[src/rtl/reg_pkg.sv]
// Shared definitions for the register-file writeback slice.
//   DATA_W / ADDR_W / NUM_REGS : geometry of the 8x16 register file
//   reg_addr_t / reg_data_t    : register address and data types
//   wb_src_e                   : writeback source identifiers (ALU, LSU)
package reg_pkg;

  localparam int DATA_W   = 16;
  localparam int ADDR_W   = 3;
  localparam int NUM_REGS = 8;

  typedef logic [ADDR_W-1:0] reg_addr_t;
  typedef logic [DATA_W-1:0] reg_data_t;

  typedef enum logic {
    SRC_ALU = 1'b0,
    SRC_LSU = 1'b1
  } wb_src_e;

endpackage

[src/rtl/wb_rr_arb.sv]
// Two-requester round-robin arbiter (ALU vs LSU).
//   clk, rst_n        : clock, synchronous active-low reset
//   req_alu, req_lsu  : request lines
//   gnt_alu, gnt_lsu  : one-hot (or zero) combinational grants
// The pointer names the source that wins the next contended cycle. It only
// moves when both requesters are active, so a lone requester never
// disturbs the fairness order. Reset points it at the ALU.
module wb_rr_arb
  import reg_pkg::*;
(
  input  logic clk,
  input  logic rst_n,
  input  logic req_alu,
  input  logic req_lsu,
  output logic gnt_alu,
  output logic gnt_lsu
);

  wb_src_e ptr_q;
  logic    contended;

  assign contended = req_alu && req_lsu;

  always_comb begin
    gnt_alu = 1'b0;
    gnt_lsu = 1'b0;
    if (contended) begin
      gnt_alu = (ptr_q == SRC_ALU);
      gnt_lsu = (ptr_q == SRC_LSU);
    end else begin
      gnt_alu = req_alu;
      gnt_lsu = req_lsu;
    end
  end

  always_ff @(posedge clk) begin
    if (!rst_n) begin
      ptr_q <= SRC_ALU;
    end else if (contended) begin
      ptr_q <= (ptr_q == SRC_ALU) ? SRC_LSU : SRC_ALU;
    end
  end

endmodule

[src/rtl/reg_wb_sequencer.sv]
// Write-side controller for the 8x16 register file.
// Arbitrates ALU and LSU writeback requests, drives the register-file write
// port from a registered stage, and keeps a per-register outstanding-write
// scoreboard for RAW hazard detection at issue.
//
// Handshake: a source raises valid with addr/data and holds them stable
// until it sees ready; ready is high only in the cycle that source is
// granted (ready depends on valid, never the reverse). The accepted write
// appears on wr_en/wr0_addr/wr0_data in the following cycle.
//
// Ports:
//   clk, rst_n                      clock, synchronous active-low reset
//   iss_valid, iss_addr, iss_stall  write reservation from issue stage
//   alu_valid/addr/data, alu_ready  ALU writeback request
//   lsu_valid/addr/data, lsu_ready  LSU writeback request
//   wr_en, wr0_addr, wr0_data       register-file write port
//   pend_mask                       bit i set while register i has writes pending
//   err_underflow                   sticky: commit to a register with no reservation
//
// Build option WB_R0_ZERO_EN: register 0 is hardwired to zero. Writes to it
// are accepted but never drive wr_en, and reservations of it are ignored.
module reg_wb_sequencer
  import reg_pkg::NUM_REGS;
#(
  parameter int DATA_W = 16,
  parameter int ADDR_W = 3,
  parameter int CNT_W  = 2
) (
  input  logic                clk,
  input  logic                rst_n,
  input  logic                iss_valid,
  input  logic [ADDR_W-1:0]   iss_addr,
  output logic                iss_stall,
  input  logic                alu_valid,
  input  logic [ADDR_W-1:0]   alu_addr,
  input  logic [DATA_W-1:0]   alu_data,
  output logic                alu_ready,
  input  logic                lsu_valid,
  input  logic [ADDR_W-1:0]   lsu_addr,
  input  logic [DATA_W-1:0]   lsu_data,
  output logic                lsu_ready,
  output logic                wr_en,
  output logic [ADDR_W-1:0]   wr0_addr,
  output logic [DATA_W-1:0]   wr0_data,
  output logic [NUM_REGS-1:0] pend_mask,
  output logic                err_underflow
);

`ifdef WB_R0_ZERO_EN
  localparam bit R0_ZERO = 1'b1;
`else
  localparam bit R0_ZERO = 1'b0;
`endif

  // ---------------- arbitration ----------------
  logic              gnt_alu;
  logic              gnt_lsu;
  logic              gnt_any;
  logic [ADDR_W-1:0] sel_addr;
  logic [DATA_W-1:0] sel_data;

  wb_rr_arb u_arb (
    .clk     (clk),
    .rst_n   (rst_n),
    .req_alu (alu_valid),
    .req_lsu (lsu_valid),
    .gnt_alu (gnt_alu),
    .gnt_lsu (gnt_lsu)
  );

  // Requests presented during reset are dropped, so ready stays low.
  assign alu_ready = rst_n && gnt_alu;
  assign lsu_ready = rst_n && gnt_lsu;
  assign gnt_any   = gnt_alu || gnt_lsu;
  assign sel_addr  = gnt_lsu ? lsu_addr : alu_addr;
  assign sel_data  = gnt_lsu ? lsu_data : alu_data;

  // ---------------- output stage ----------------
  always_ff @(posedge clk) begin
    if (!rst_n) begin
      wr_en    <= 1'b0;
      wr0_addr <= '0;
      wr0_data <= '0;
    end else begin
      wr_en <= gnt_any && !(R0_ZERO && (sel_addr == '0));
      if (gnt_any) begin
        wr0_addr <= sel_addr;
        wr0_data <= sel_data;
      end
    end
  end

  // ---------------- scoreboard ----------------
  logic [CNT_W-1:0]    cnt_vec [NUM_REGS];
  logic [NUM_REGS-1:0] under_vec;
  logic                iss_commit_hit;

  // A commit to the same register this cycle frees a slot, so a saturated
  // counter can still accept the reservation (net change zero).
  assign iss_commit_hit = wr_en && (wr0_addr == iss_addr);
  assign iss_stall      = iss_valid
                          && (cnt_vec[iss_addr] == {CNT_W{1'b1}})
                          && !iss_commit_hit
                          && !(R0_ZERO && (iss_addr == '0));

  for (genvar i = 0; i < NUM_REGS; i++) begin : g_cnt
    logic [CNT_W-1:0] cnt_q;
    logic             inc;
    logic             dec;

    assign inc = iss_valid && (iss_addr == ADDR_W'(i)) && !iss_stall
                 && !(R0_ZERO && (i == 0));
    assign dec = wr_en && (wr0_addr == ADDR_W'(i));

    always_ff @(posedge clk) begin
      if (!rst_n) begin
        cnt_q <= '0;
      end else if (inc && !dec) begin
        cnt_q <= cnt_q + 1'b1;
      end else if (dec && !inc && (cnt_q != '0)) begin
        cnt_q <= cnt_q - 1'b1;
      end
    end

    assign cnt_vec[i]   = cnt_q;
    assign under_vec[i] = dec && !inc && (cnt_q == '0);
    assign pend_mask[i] = (cnt_q != '0);
  end

  always_ff @(posedge clk) begin
    if (!rst_n) begin
      err_underflow <= 1'b0;
    end else if (|under_vec) begin
      err_underflow <= 1'b1;
    end
  end

endmodule

[config.mk]
export PLATFORM = sky130hd
export DESIGN_NAME = reg_wb_sequencer
export DESIGN_NICKNAME = d
export VERILOG_FILES = /design/src/rtl/reg_pkg.sv /design/src/rtl/wb_rr_arb.sv /design/src/rtl/reg_wb_sequencer.sv
export SDC_FILE = /design/constraint.sdc
export NUM_CORES = 1
export LEC_CHECK = 0
export CAP_MARGIN = 20
export CORE_MARGIN = 3
export CORE_UTILIZATION = 37
export DETAILED_ROUTE_END_ITERATION = 12
export GPL_ROUTABILITY_DRIVEN = 1
export PLACE_DENSITY_LB_ADDON = 0.08
export SLEW_MARGIN = 25
export SYNTH_ARGS = -nofsm -noshare
export SYNTH_HDL_FRONTEND = slang
export SYNTH_HIERARCHICAL = 1
export SYNTH_SLANG_ARGS = --single-unit
[constraint.sdc]
create_clock -name clk -period 2.35 [get_ports clk]
set_input_delay 0.3525 -clock clk [delete_from_list [all_inputs] [get_ports clk]]
set_output_delay 0.3525 -clock clk [all_outputs]
set_load 0.02 [all_outputs]
# After elaboration in Yosys (flattened, before gate mapping)
# Cells that the tools add are included.
dict set report totals {
  reg_bits 38
  latch_bits 0
  ram_bits 0
  romBits 0
  inputBits 46
  n_memories 0
}
dict set report classes {
  n_addsub 16
  multipliers 0
  div_mod_pow 0
  order_cmp 1
  eq_ne 16
  shifts 0
  n_mux 24
  bitwise_logic 2
  n_reduce_logical 108
}
# op count
set ops {}
lappend ops {{logical AND 1 bit} 62}
lappend ops {{2-to-1 mux 2 bit} 18}
lappend ops {{nonzero test 2 bit} 16}
lappend ops {{== test 3 bit, second input constant} 8}
lappend ops {{zero test 1 bit} 18}
lappend ops {{adder 2 x 1 -> 2 bit, second input constant} 8}
lappend ops {{zero test 2 bit} 8}
lappend ops {{2-to-1 mux 16 bit} 1}
lappend ops {{subtractor 2 x 1 -> 2 bit, second input constant} 8}
lappend ops {{== test 3 x 2 -> 1 bit, second input constant} 4}
lappend ops {{OR reduction 8 bit} 1}
lappend ops {{binary-select mux 2 bit (select 3 bit)} 1}
lappend ops {{== test 3 x 1 -> 1 bit, second input constant} 2}
lappend ops {{zero test 3 bit} 2}
lappend ops {{greater-or-equal comparator 4 bit, second input constant} 1}
lappend ops {{NOT 3 -> 4 bit} 1}
lappend ops {{== test 3 bit} 1}
lappend ops {{2-to-1 mux 1 bit} 3}
lappend ops {{2-to-1 mux 3 bit} 1}
lappend ops {{== test 2 bit, second input constant} 1}
lappend ops {{logical OR 1 bit} 1}
lappend ops {{NOT 1 bit} 1}

# Longest topological paths before layout
dict set report logic_depth {
  word_depth 14
  mapped_depth 8
}

# Modules after synthesis
# The synthesis kept the hierarchy.
# mod instances cells_each area_per_inst_um2 seq_area_each_um2
set by_module_without_submodules {}
lappend by_module_without_submodules {reg_wb_sequencer 1 257 2128.3 740.7}
lappend by_module_without_submodules {wb_rr_arb 1 8 62.6 20.0}

# Worst setup path after synthesis
# OpenSTA, ideal clock, no wires.
dict set report synth_path {
  path_type {reg-to-reg}
  from {register g_cnt[7].cnt_q[1]}
  to {register err_underflow}
  arrival_time_ns 1.989
  t_required_ns 2.225
  slack_ns 0.236
  path_stages_with_launch 8
  path_cell_list {dfxtp_1 -> and2_0 -> mux4_2 -> and2_4 -> buf_6 -> o41ai_4 -> o22ai_1 -> o41a_1}
}
dict set report synth_between {
  elab_chain_len 12
  elab_cells_between_ends 41
}
# element line_no
set synth_lines {}
lappend synth_lines {{start: declaration} reg_wb_sequencer.sv:107} ;# logic [CNT_W-1:0] cnt_q;
lappend synth_lines {{start signal: assignment} reg_wb_sequencer.sv:119} ;# cnt_q <= cnt_q + 1'b1;
lappend synth_lines {{start signal: assignment} reg_wb_sequencer.sv:121} ;# cnt_q <= cnt_q - 1'b1;
lappend synth_lines {{binary-select mux 2 bit (select 3 bit)} reg_wb_sequencer.sv:102} ;# && (cnt_vec[iss_addr] == {CNT_W{1'b1}})
lappend synth_lines {{2-to-1 mux 2 bit (implied by the code) (2 in a row)} reg_wb_sequencer.sv:102}
lappend synth_lines {{== test 2 bit} reg_wb_sequencer.sv:102}
lappend synth_lines {{logical AND 1 bit} reg_wb_sequencer.sv:102}
lappend synth_lines {{logical AND 1 bit} reg_wb_sequencer.sv:103} ;# && !iss_commit_hit
lappend synth_lines {{zero test 1 bit} reg_wb_sequencer.sv:111} ;# assign inc = iss_valid && (iss_addr == ADDR_W'(i)) && !iss_stall
lappend synth_lines {{logical AND 1 bit} reg_wb_sequencer.sv:111}
lappend synth_lines {{zero test 1 bit} reg_wb_sequencer.sv:126} ;# assign under_vec[i] = dec && !inc && (cnt_q == '0);
lappend synth_lines {{logical AND 1 bit (2 in a row)} reg_wb_sequencer.sv:126}
lappend synth_lines {{OR reduction 8 bit (*)} reg_wb_sequencer.sv:133} ;# end else if (|under_vec) begin
lappend synth_lines {{end signal: assignment} reg_wb_sequencer.sv:132} ;# err_underflow <= 1'b0;
lappend synth_lines {{end signal: assignment} reg_wb_sequencer.sv:134} ;# err_underflow <= 1'b1;
lappend synth_lines {{end: declaration} reg_wb_sequencer.sv:46} ;# output logic err_underflow
# Every way passes the cells marked *; elsewhere a longest branch is shown, timed or not. The select of a mux whose other input is x is not followed.
# A chain may end at the register's enable or synchronous reset.

# Worst setup path in the final report
dict set report layout_path {
  from {register g_cnt[6].cnt_q[1]}
  to {register err_underflow}
}
dict set report layout_between {
  elab_chain_len 12
  elab_cells_between_ends 41
}
# element line_no
set layout_lines {}
lappend layout_lines {{start: declaration} reg_wb_sequencer.sv:107}
lappend layout_lines {{start signal: assignment} reg_wb_sequencer.sv:119}
lappend layout_lines {{start signal: assignment} reg_wb_sequencer.sv:121}
lappend layout_lines {{binary-select mux 2 bit (select 3 bit)} reg_wb_sequencer.sv:102}
lappend layout_lines {{2-to-1 mux 2 bit (implied by the code) (2 in a row)} reg_wb_sequencer.sv:102}
lappend layout_lines {{== test 2 bit} reg_wb_sequencer.sv:102}
lappend layout_lines {{logical AND 1 bit} reg_wb_sequencer.sv:102}
lappend layout_lines {{logical AND 1 bit} reg_wb_sequencer.sv:103}
lappend layout_lines {{zero test 1 bit} reg_wb_sequencer.sv:111}
lappend layout_lines {{logical AND 1 bit} reg_wb_sequencer.sv:111}
lappend layout_lines {{zero test 1 bit} reg_wb_sequencer.sv:126}
lappend layout_lines {{logical AND 1 bit (2 in a row)} reg_wb_sequencer.sv:126}
lappend layout_lines {{OR reduction 8 bit (*)} reg_wb_sequencer.sv:133}
# Marked as above.

==> results.yml <==
synthesis:
  post_synth_inst_count: 265
  ys_async_rst_share: 0
  netlist.top_cell.by_area: "sky130_fd_sc_hd__dfxtp_1"
  dominantRegCellSynth: "sky130_fd_sc_hd__dfxtp_1"
  yosys.area_share.simple: 0.258
  synth_enable_flop_cells: 0
  ys.warnings.count: 6
  post_synth.cell_area_avg_um2: 8.27
  synth_seq_area_share: 0.347
  post_synth_mux_area_share: 0.112
  netlist.area_leader.share: 0.347
  postSynthRegisterBits: 38
  mappedNetlistNets: 311
  synth_xor_xnor_area_share: 0.0120
  yosys.cell_types.count: 39
  post_synth_main_area_contributors: "sky130_fd_sc_hd__dfxtp_1 (35%), sky130_fd_sc_hd__mux2i_1 (9.1%), sky130_fd_sc_hd__o21ai_0 (8.7%)"
  largest_family_of_logic_cells_by_synthesized_area: "simple AND/OR/NAND/NOR gates"
  synth_compound_area_frac: 0.231
  synthAdderAreaFrac: 0
  syn-cell-area_mm2: 0.00219
timing:
  maxClockFrequency_mhz: 445
  finalSetupViolations: 0
  final_critical_path_setup_slack_ns: 0.105
  post-route-period-util: 0.955
  fin_skew_ns: 0.00543
  worst-slew-pin-transition_ns: 0.420
  hold_viol: 0
  final_max_slew_viol_count: 0
  period_needed_ns: 2.25
  setup_tns_ns: 0
  timing.slew.headroom: 0.719
die:
  die_area_mm2: 0.00688
  core_area_mm2: 0.00561
  die_h_um: 83.0
  floorplan_die_width_um: 83.0
  placementRows: 27
  initial_utilization: 0.391
  boundaryPins: 78
layout:
  syn2layout_area_growth_pct: 49.3
  share_of_post_route_cells_with_drive_strength_above_1: 0.142
  final_cells: 432
  layout.cells.most_common: "sky130_fd_sc_hd__clkdlybuf4s50_1"
  final_design_area_no_fill_mm2: 0.00327
  layout.nets: 405
  final_cell_mix: "sky130_fd_sc_hd__clkdlybuf4s50_1 (74), sky130_fd_sc_hd__nand2_1 (38), sky130_fd_sc_hd__o21ai_0 (38), sky130_fd_sc_hd__dfxtp_1 (38), sky130_fd_sc_hd__buf_4 (25)"
  antenna_cells: 0
  final.fill_count: 566
setup_path:
  r2r_setup_slack_ns: 0.10
  setup.worst_path.start_class: "flip-flop"
  worst_ep_arrival_time_ns: 2.42
  r2r-start: "g_cnt[6].cnt_q[1]"
  crit_path_max_fanout: 9
  crit_path_end_kind: "flip-flop"
  crit_type: "reg2reg"
  rr_endpoint: "err_underflow"
  critical_path.max_stage_delay_ns: 0.47
  cp.required_ns: 2.52
  critical_path.cell_chain: "and2_0 -> mux4_2 -> and2_4 -> o41ai_4 -> o22ai_1 -> o41a_1"
  reg2reg_depth: 6
  timing.critical_path.slowest_stage_cell: "sky130_fd_sc_hd__mux4_2"
run_status:
  status: "finished, final reports clean"
route:
  detail_route.wl_per_cell_um: 13.3
  route.vias.total: 2161
  ant_nets: 0
  remaining_drc_errors: 0
  post_drt_via_cell_ratio: 5.00
  firstDrtPassIters: 4
  detail_route.iter0.violations: 97
  detail_route.wirelength_um: 5760
placed_design:
  place_area_mm2: 0.00317
  post-place-ws_ns: -0.461
  detailed_place_hpwl_um: 4520
  portBuffers: 77
  gp_congestion: 0.900
  post-place-cells: 424
clock_tree:
  post_cts_clock_slew_at_the_launch_and_capture_registers_of_the_worst_setup_and_hold_paths_ns: 0.08
  cts_tree: "yes"
  clock_sinks: 38
  number_of_cts_inserted_buffers: 5
  clock_latency_ns: 0.28
  htree_num_levels: 2
  max_root_sink_buffers: 2
  cts_root_buf: "sky130_fd_sc_hd__clkbuf_8"
  cts.repair.resized: 3
  post-cts-setup-buffer-count: 0
  cts_hold_buffers: 0
hold_path:
  min_from: "g_cnt[5].cnt_q[1]"
  min-delay-path-class: "reg2reg"
  timing.hold.worst_endpoint: "g_cnt[5].cnt_q[1]"
  min_path_cells: 2
grt:
  vias_in_the_first_global_route: 2220
  grt_remaining_overflow: 0
  wire_length_of_the_first_global_routing_pass_um: 9780
  grt_antenna_before_repair: 0
  track_usage: 0.169
  pin_count_of_the_biggest_net_entering_global_routing: 39
pwr:
  powerDensity_mw_per_mm2: 485
  total_leakage_power_nw: 1.36
  peakVddDrop_mv: 0.273
  p_total_w: 0.00159
flow_run:
  max_cap_viol_count: 0
[layout make-up]
type | count | area, um2 | area share
inverters | 3 | 11.3 | 0.00344
clock buffers | 7 | 86.3 | 0.0264
multi-input cells | 209 | 1360 | 0.417
flip-flops and latches | 38 | 761 | 0.233
well taps | 72 | 90.1 | 0.0275
clock inverters | 1 | 5.00 | 0.00153
repair buffers | 102 | 955 | 0.292
[worst max path at each step]
stage	startpoint	end	slack, ns	cells past startpoint
after CTS	iss_addr[0]	iss_stall	0.01	7
after global routing	g_cnt[6].cnt_q[1]	err_underflow	-0.0003	6
after detailed placement	iss_addr[1]	err_underflow	-0.46	8
after global placement	iss_addr[1]	err_underflow	-0.39	8
after floorplan	g_cnt[7].cnt_q[1]	err_underflow	0.24	7
final	g_cnt[6].cnt_q[1]	err_underflow	0.10	6
[cells by family after synthesis]
family	count (synthesis)
AO/OA/AOI/OAI	75
XOR/XNOR	3
buffers and inverters	18
flip-flops	38
multiplexers	22
AND/OR/NAND/NOR	109
[layer usage]
layer	GRT usage	part of all wire
met2	0.292	0.46
met5	0	0
met3	0.0585	0.073
met1	0.201	0.46
met4	0.0416	0.0066
[synthesized netlist by cell type (all sizes together), types with 3 or more instances]
library cell and count:
and3 8, dfxtp 38, inv 3, nand2 38, a21boi 10, nor3 6
o22ai 3, clkbuf 11, o31a 3, buf 4, mux2i 20, nor2 9
a211o 8, xnor2 3, o21a 4, and2 26, nor4 3, nand2b 7
or2 7, o21ai 39
[power breakdown]
part | internal (W) | switching [W]
Clock | 0.000237 | 0.000230
Sequential | 0.000681 | 0.0000273
Combinational | 0.000230 | 0.000182
[worst max-delay path: cells and delay by family, from the launching register on]
kind,cells,cell delay (ns)
DFF,1,0.36
muxes,1,0.47
AOI/OAI and AO/OA,3,0.92
and+or+nand+nor,2,0.39
[registers in the layout, indices dropped and copies added, names as in the netlist]
| register | count |
|---|---|
| g_cnt.cnt_q | 16 |
| wr0_data | 16 |
| wr0_addr | 3 |
| err_underflow | 1 |
| u_arb/ptr_q | 1 |
| wr_en | 1 |
[metrics by stage]
step	hold WS (ns)	utilization
floorplan	0.451	-
global placement	0.481	0.565
detailed placement	0.491	0.565
CTS	0.501	0.582
global route	0.534	0.583
finish	0.496	0.583
(Power assumes the default switching activity.)
